[src/rtl/add_sub_man_align.sv]
// Mantissa alignment stage of the FPU add/sub datapath: right-shifts the smaller
// mantissa by the exponent difference and appends guard/round/sticky bits.
module add_sub_man_align #(
    parameter int SIZE_MAN = 24,
    parameter int SIZE_EXP = 8
) (
    input  logic                  i_clk,
    input  logic                  i_rst_n,
    input  logic                  i_valid,
    output logic                  o_ready,
    input  logic [SIZE_MAN-1:0]   i_man_min,
    input  logic [SIZE_MAN-1:0]   i_man_max,
    input  logic [SIZE_EXP-1:0]   i_exp_diff,
    input  logic [SIZE_EXP-1:0]   i_exp_max,
    input  logic                  i_sign,
    input  logic                  i_eff_sub,
    output logic                  o_valid,
    input  logic                  i_ready,
    output logic [SIZE_MAN+2:0]   o_man_max,
    output logic [SIZE_MAN+2:0]   o_man_min,
    output logic [SIZE_EXP-1:0]   o_exp_max,
    output logic                  o_sign,
    output logic                  o_eff_sub
);

    localparam int          W   = SIZE_MAN + 3;
    localparam logic [31:0] W_U = 32'(W);

    // OR of the bits of val that a right shift by amt pushes out.
    function automatic logic lost_or(input logic [W-1:0] val, input logic [31:0] amt);
        logic [W-1:0] mask;
        mask = ~({W{1'b1}} << amt);
        return |(val & mask);
    endfunction

    // Right shift that folds every shifted-out bit into the sticky position.
    function automatic logic [W-1:0] shift_sticky(input logic [W-1:0] val, input logic [31:0] amt);
        logic [W-1:0] res;
        res    = val >> amt;
        res[0] = res[0] | lost_or(val, amt);
        return res;
    endfunction

    logic                adv1_s, adv2_s;
    logic [W-1:0]        ext_man_s, s1_man_d_s, s2_man_d_s;
    logic [SIZE_EXP-1:0] coarse_s;
    logic                sat_s;

    logic                s1_valid_r, s1_sat_r, s1_sign_r, s1_eff_sub_r;
    logic [1:0]          s1_fine_r;
    logic [W-1:0]        s1_man_min_r, s1_man_max_r;
    logic [SIZE_EXP-1:0] s1_exp_max_r;

    logic                s2_valid_r, s2_sign_r, s2_eff_sub_r;
    logic [W-1:0]        s2_man_min_r, s2_man_max_r;
    logic [SIZE_EXP-1:0] s2_exp_max_r;

    // Stall logic: a stage advances when it is empty or the stage below advances.
    always_comb begin
        adv2_s  = ~s2_valid_r | i_ready;
        adv1_s  = ~s1_valid_r | adv2_s;
        o_ready = adv1_s;
    end

    // Coarse shift by a multiple of 4; shifts of W or more collapse to a lone sticky bit.
    always_comb begin
        ext_man_s = {i_man_min, 3'b000};
        coarse_s  = {i_exp_diff[SIZE_EXP-1:2], 2'b00};
        sat_s     = (32'(i_exp_diff) >= W_U);
        if (sat_s) begin
            s1_man_d_s = {{(W-1){1'b0}}, |i_man_min};
        end else begin
            s1_man_d_s = shift_sticky(ext_man_s, 32'(coarse_s));
        end
    end

    // Residual shift of 0-3; the coarse sticky already sits in bit 0 and is re-folded.
    always_comb begin
        if (s1_sat_r) begin
            s2_man_d_s = s1_man_min_r;
        end else begin
            s2_man_d_s = shift_sticky(s1_man_min_r, 32'(s1_fine_r));
        end
    end

    // Stage 1 registers.
    always_ff @(posedge i_clk or negedge i_rst_n) begin
        if (!i_rst_n) begin
            s1_valid_r   <= 1'b0;
            s1_sat_r     <= 1'b0;
            s1_fine_r    <= 2'b00;
            s1_man_min_r <= {W{1'b0}};
            s1_man_max_r <= {W{1'b0}};
            s1_exp_max_r <= {SIZE_EXP{1'b0}};
            s1_sign_r    <= 1'b0;
            s1_eff_sub_r <= 1'b0;
        end else if (adv1_s) begin
            s1_valid_r <= i_valid;
            if (i_valid) begin
                s1_sat_r     <= sat_s;
                s1_fine_r    <= i_exp_diff[1:0];
                s1_man_min_r <= s1_man_d_s;
                s1_man_max_r <= {i_man_max, 3'b000};
                s1_exp_max_r <= i_exp_max;
                s1_sign_r    <= i_sign;
                s1_eff_sub_r <= i_eff_sub;
            end
        end
    end

    // Stage 2 registers drive the outputs directly.
    always_ff @(posedge i_clk or negedge i_rst_n) begin
        if (!i_rst_n) begin
            s2_valid_r   <= 1'b0;
            s2_man_min_r <= {W{1'b0}};
            s2_man_max_r <= {W{1'b0}};
            s2_exp_max_r <= {SIZE_EXP{1'b0}};
            s2_sign_r    <= 1'b0;
            s2_eff_sub_r <= 1'b0;
        end else if (adv2_s) begin
            s2_valid_r <= s1_valid_r;
            if (s1_valid_r) begin
                s2_man_min_r <= s2_man_d_s;
                s2_man_max_r <= s1_man_max_r;
                s2_exp_max_r <= s1_exp_max_r;
                s2_sign_r    <= s1_sign_r;
                s2_eff_sub_r <= s1_eff_sub_r;
            end
        end
    end

    assign o_valid   = s2_valid_r;
    assign o_man_min = s2_man_min_r;
    assign o_man_max = s2_man_max_r;
    assign o_exp_max = s2_exp_max_r;
    assign o_sign    = s2_sign_r;
    assign o_eff_sub = s2_eff_sub_r;

endmodule

[config.mk]
export PLATFORM = sky130hd
export DESIGN_NAME = add_sub_man_align
export DESIGN_NICKNAME = d
export VERILOG_FILES = /design/src/rtl/add_sub_man_align.sv
export SDC_FILE = /design/constraint.sdc
export NUM_CORES = 1
export LEC_CHECK = 0
export ABC_AREA = 1
export CAP_MARGIN = 10
export CORE_ASPECT_RATIO = 1.75
export CORE_MARGIN = 10
export CORE_UTILIZATION = 45
export CTS_BUF_LIST = sky130_fd_sc_hd__clkbuf_4 sky130_fd_sc_hd__clkbuf_8 sky130_fd_sc_hd__clkbuf_16
export CTS_CLUSTER_DIAMETER = 60
export DETAILED_ROUTE_END_ITERATION = 16
export PLACE_DENSITY = 0.75
export SYNTH_ARGS = -nofsm -noshare
export SYNTH_HDL_FRONTEND = slang
export SYNTH_SLANG_ARGS = --single-unit
export TNS_END_PERCENT = 1
[constraint.sdc]
create_clock -name i_clk -period 1.1 [get_ports i_clk]
set_input_delay 0.11 -clock i_clk [delete_from_list [all_inputs] [get_ports i_clk]]
set_output_delay 0.11 -clock i_clk [all_outputs]
set_load 0.01 [all_outputs]
Word level (Yosys, flattened, before mapping)
Cells that the tools add are included.

storage, ports and cells
  register bits after elaboration = 127
  bits of input ports = 70
  output and inout port bits = 66
  logic and storage cells = 36

operators by class
  order comparisons = 1
  shift operators = 4
  muxes and demuxes = 2
  bitwise gates (word level) = 10
  reductions and logical operators = 5

operators by type and width
  operator               count
  $and 27x27->27         2
  $mux 27                2
  $not 27->27            2
  $reduce_or 27->1       2
  $shl 27x2->27 const A  1
  $shl 27x8->27 const A  1
  $shr 27x2->27          1
  $shr 27x8->27          1
  $reduce_or 24->1       1
  $ge 8x5->1 const B     1
  $or 1x1->1             4
  $reduce_and 2->1       2
  $not 1->1              2

Logic depth before layout (Yosys ltp)
  word-level depth = 6
  gate-level depth with buffers = 11
  mapped depth without buffers = 10

Worst setup path after synthesis
Ideal clock, no wire load.

  path type = register to register
  start = register s2_valid_r (netlist: o_valid)
  end = register s1_eff_sub_r
  arrival time = 1180 ps
  data required time = 968 ps
  path slack = -212 ps
  cell stages (with the launch flop) = 8
  cells stage by stage = dfrtp_1 nand3_2 nand2_2 inv_2 buf_4 buf_2 nand2_1 o21ai_0

between the ends
  cells in the longest elaborated chain, start to end = 4

RTL lines
  element                            line  RTL
  start: declaration                 54    logic s2_valid_r, s2_sign_r, s2_eff_sub_r;
  start signal: assignment           121   s2_valid_r <= s1_valid_r;
  $not 1->1                          60    adv2_s = ~s2_valid_r | i_ready;
  $or 1x1->1                         60
  $or 1x1->1                         61    adv1_s = ~s1_valid_r | adv2_s;
  via o_ready                        10    output logic o_ready,
  $reduce_and 2->1 (no source line)  -
  end signal: assignment             106   s1_eff_sub_r <= i_eff_sub;
  end: declaration                   49    logic s1_valid_r, s1_sat_r, s1_sign_r, s1_eff_sub_r;

The timed path passes the listed nets, and every way through them passes these cells.
A chain may end at the register's enable or synchronous reset.

Worst setup path in the final report
  start = register s1_fine_r[0]
  end = register s2_man_min_r[22] (netlist: o_man_min[22])

between the ends
  cells in the longest elaborated chain, start to end = 2

RTL lines
  element                   line  RTL
  start: declaration        50    logic [1:0] s1_fine_r;
  start signal: assignment  101   s1_fine_r <= i_exp_diff[1:0];
  $shr 27x2->27             39    res = val >> amt;
  $mux 27                   79    if (s1_sat_r) begin
  end signal: assignment    115   s2_man_min_r <= {W{1'b0}};
  end signal: assignment    123   s2_man_min_r <= s2_man_d_s;
  end: declaration          55    logic [W-1:0] s2_man_min_r, s2_man_max_r;

Every way passes these cells.

==> metrics <==
Crit Path Class reg2reg; DR pass1 iterations 5; maximum root-to-sink buffer count 2; highest clock rate 0.688 GHz; leakage power 4.56 nW; worst setup path endpoint o_man_min[22]; most common cell in the netlist nand2_1; Die Width 111 um; number of synthesized register bits 127; ys flop type dfrtp_1; Mapped Area 6470 sq um; global-route wire length before repair 33700 um; CTS tree yes; cell depth of the worst flop-to-flop path 8; Final Util 0.685; nets@finish 1089; Yosys Warn Count 0; Initial DRC Count 391; Tot GR Track Use 0.210; WP data arrival 1.76 ns; CTS Buf Count 17; Top-Level Pins 136; failing checks setup timing; DIE AREA 19800 sq um; syn avg cell area 7.95 sq um; crit end category flop; HPWL after DPL 15100 um; largest net degree at the start of global routing 51; per-cell routed wire length 17.8 um; cell taking the most area after synthesis dfrtp_1; Final ANT Viol Nets 0; die height 179 um; core area 14000 sq um; Worst Path Required 1.41 ns; sequential element share of the synthesized area 0.491; Yosys top cell area share 0.491; clock sink count 127; reg2reg setup slack -0.35 ns; Worst-Skew Late Latency 0.42 ns; Hold Slack 0.101 ns; CTS H-tree lvls 4; Initial Utilization 0.463; final std cells w/o fill 1210; Root Buffer clkbuf_16; layout cells sized above 1 0.309; vias in the first global route 6630; Tcrit/Tclk final 1.32; peak supply drop 0.864 mV; Setup crit start s1_fine_r[0]; setup repair after global routing missed its margin true; Min-Delay Path Class in2async; total grt overflow 0; post-layout minimum cycle time 1.45 ns; Critical Path Fanout Max 7; final setup violation count 116; most instantiated cells after synthesis 223 x nand2_1, 127 x dfrtp_1, 98 x inv_1; final worst slack -0.354 ns; Power per Cell Area 1680 nW/um^2; Reg clk slew, reported paths 0.07 ns; Final GP Congestion 0.933; top post-synthesis cells by area dfrtp_1 49%, nand2_1 13%, inv_1 5.7%; initial antenna violation count 0; via/cell ratio 5.31; crit start category flop; final wirelength 21500 um; status finished, violations left; DP Worst Slack -0.652 ns; num rows 57; Max Transition Viols Final 0; final hold violations 0; IO buf count 132; Area growth syn-to-layout 48.1%; Post-synth EDFFs 0; Post-Synthesis Cells 814; FFs w/ async S/R, synth 1.00; placed insts 1169; clk_skew 0.0121 ns; reg2reg start s1_fine_r[0]; R2R Path End o_man_min[22]; Post-route DRC 0; Cell variety after synth 37; Max-Cap Viols 0; DR vias 6422
[worst max-delay path, stage by stage (launching register included)]
cell	delay [ns]
dfrtp_2	0.47
clkbuf_16	0.19
buf_8	0.13
nand2_4	0.04
o21ai_2	0.05
a22oi_1	0.17
nand2_1	0.13
o21ai_1	0.11
inv_1	0.05
[final cells by class]
class                      count  area, sq um
multi-input combinational    532         3000
inverter                     105          403
sequential                   127         3180
tap                          177          221
clock inverter                14          158
fill                        1067         4400
antenna                        1         2.50
clock buffer                  18          439
timing repair buffer         236         2180
[stage by stage]
stage               area (sq um)  setup TNS [ns]  power, W
floorplan                   6580          -11.69   0.00789
global placement            8700          -45.18    0.0103
detailed placement          8700          -47.82    0.0105
CTS                         9250          -17.78    0.0158
global route                9580          -25.72    0.0168
finish                      9580          -19.17    0.0161
[kinds of logic after synthesis]
family                 synth area share
AO/OA/AOI/OAI                     0.198
buffers and inverters             0.106
flip-flops                        0.491
other                          0.000579
AND/OR/NAND/NOR                   0.204
[state kept, by name, summed over array words and instances, names as in the netlist]
signal	count
s1_valid_r	1
o_man_min	27
s1_sign_r	1
s1_fine_r	2
o_eff_sub	1
s1_exp_max_r	8
s1_man_min_r	27
s1_sat_r	1
o_exp_max	8
s1_man_max_r	24
o_valid	1
s1_eff_sub_r	1
o_man_max	24
o_sign	1
[layout by cell type (no fill, tap or decap), types with 4 or more instances in the layout]
cell	count
a21oi_1	20
a21oi_2	14
a22oi_1	19
a22oi_2	6
buf_12	17
buf_2	63
buf_4	65
buf_6	12
buf_8	5
clkbuf_16	19
clkdlybuf4s50_1	64
clkinv_4	5
dfrtp_1	126
inv_1	97
inv_2	6
nand2_1	190
nand2_2	30
nand2_4	4
nand3_1	35
nand3_2	4
nand4_1	6
nor2_1	21
nor2_2	6
nor2_4	4
o21ai_0	18
o21ai_1	99
o21ai_2	19
o22ai_2	12
[worst min path at each step]
stage | to | cells past startpoint
6_report | s1_man_max_r[16] | 2
3_3_place_gp | o_man_max[16] | 1
3_5_place_dp | s1_man_max_r[16] | 1
5_1_grt | s1_man_max_r[16] | 2
4_1_cts | s1_man_max_r[16] | 2
2_1_floorplan | o_eff_sub | 0
[per-layer routing]
layer  wire length [um]  GRT usage
met1               7810      0.209
met2              11700      0.396
met3                965     0.0390
met4               1010      0.121
met5                  0          0
[where the power goes]
part	switching (W)	total [W]	leakage, nW	internal [W]
combinational	0.00251	0.00446	2.67	0.00195
sequential	0.000482	0.00601	1.60	0.00552
clock	0.00218	0.00560	0.283	0.00343
[repair_timing]
item	4_1_cts	5_1_grt
gates cloned	3	2
setup buffers	2	0
hold buffers	1	0
resized for setup	334	93
pin swaps	6	20
endpoints found under the setup margin	188	130
hold endpoints to repair	127	0
Note: power is estimated with default switching activity, not from simulation.
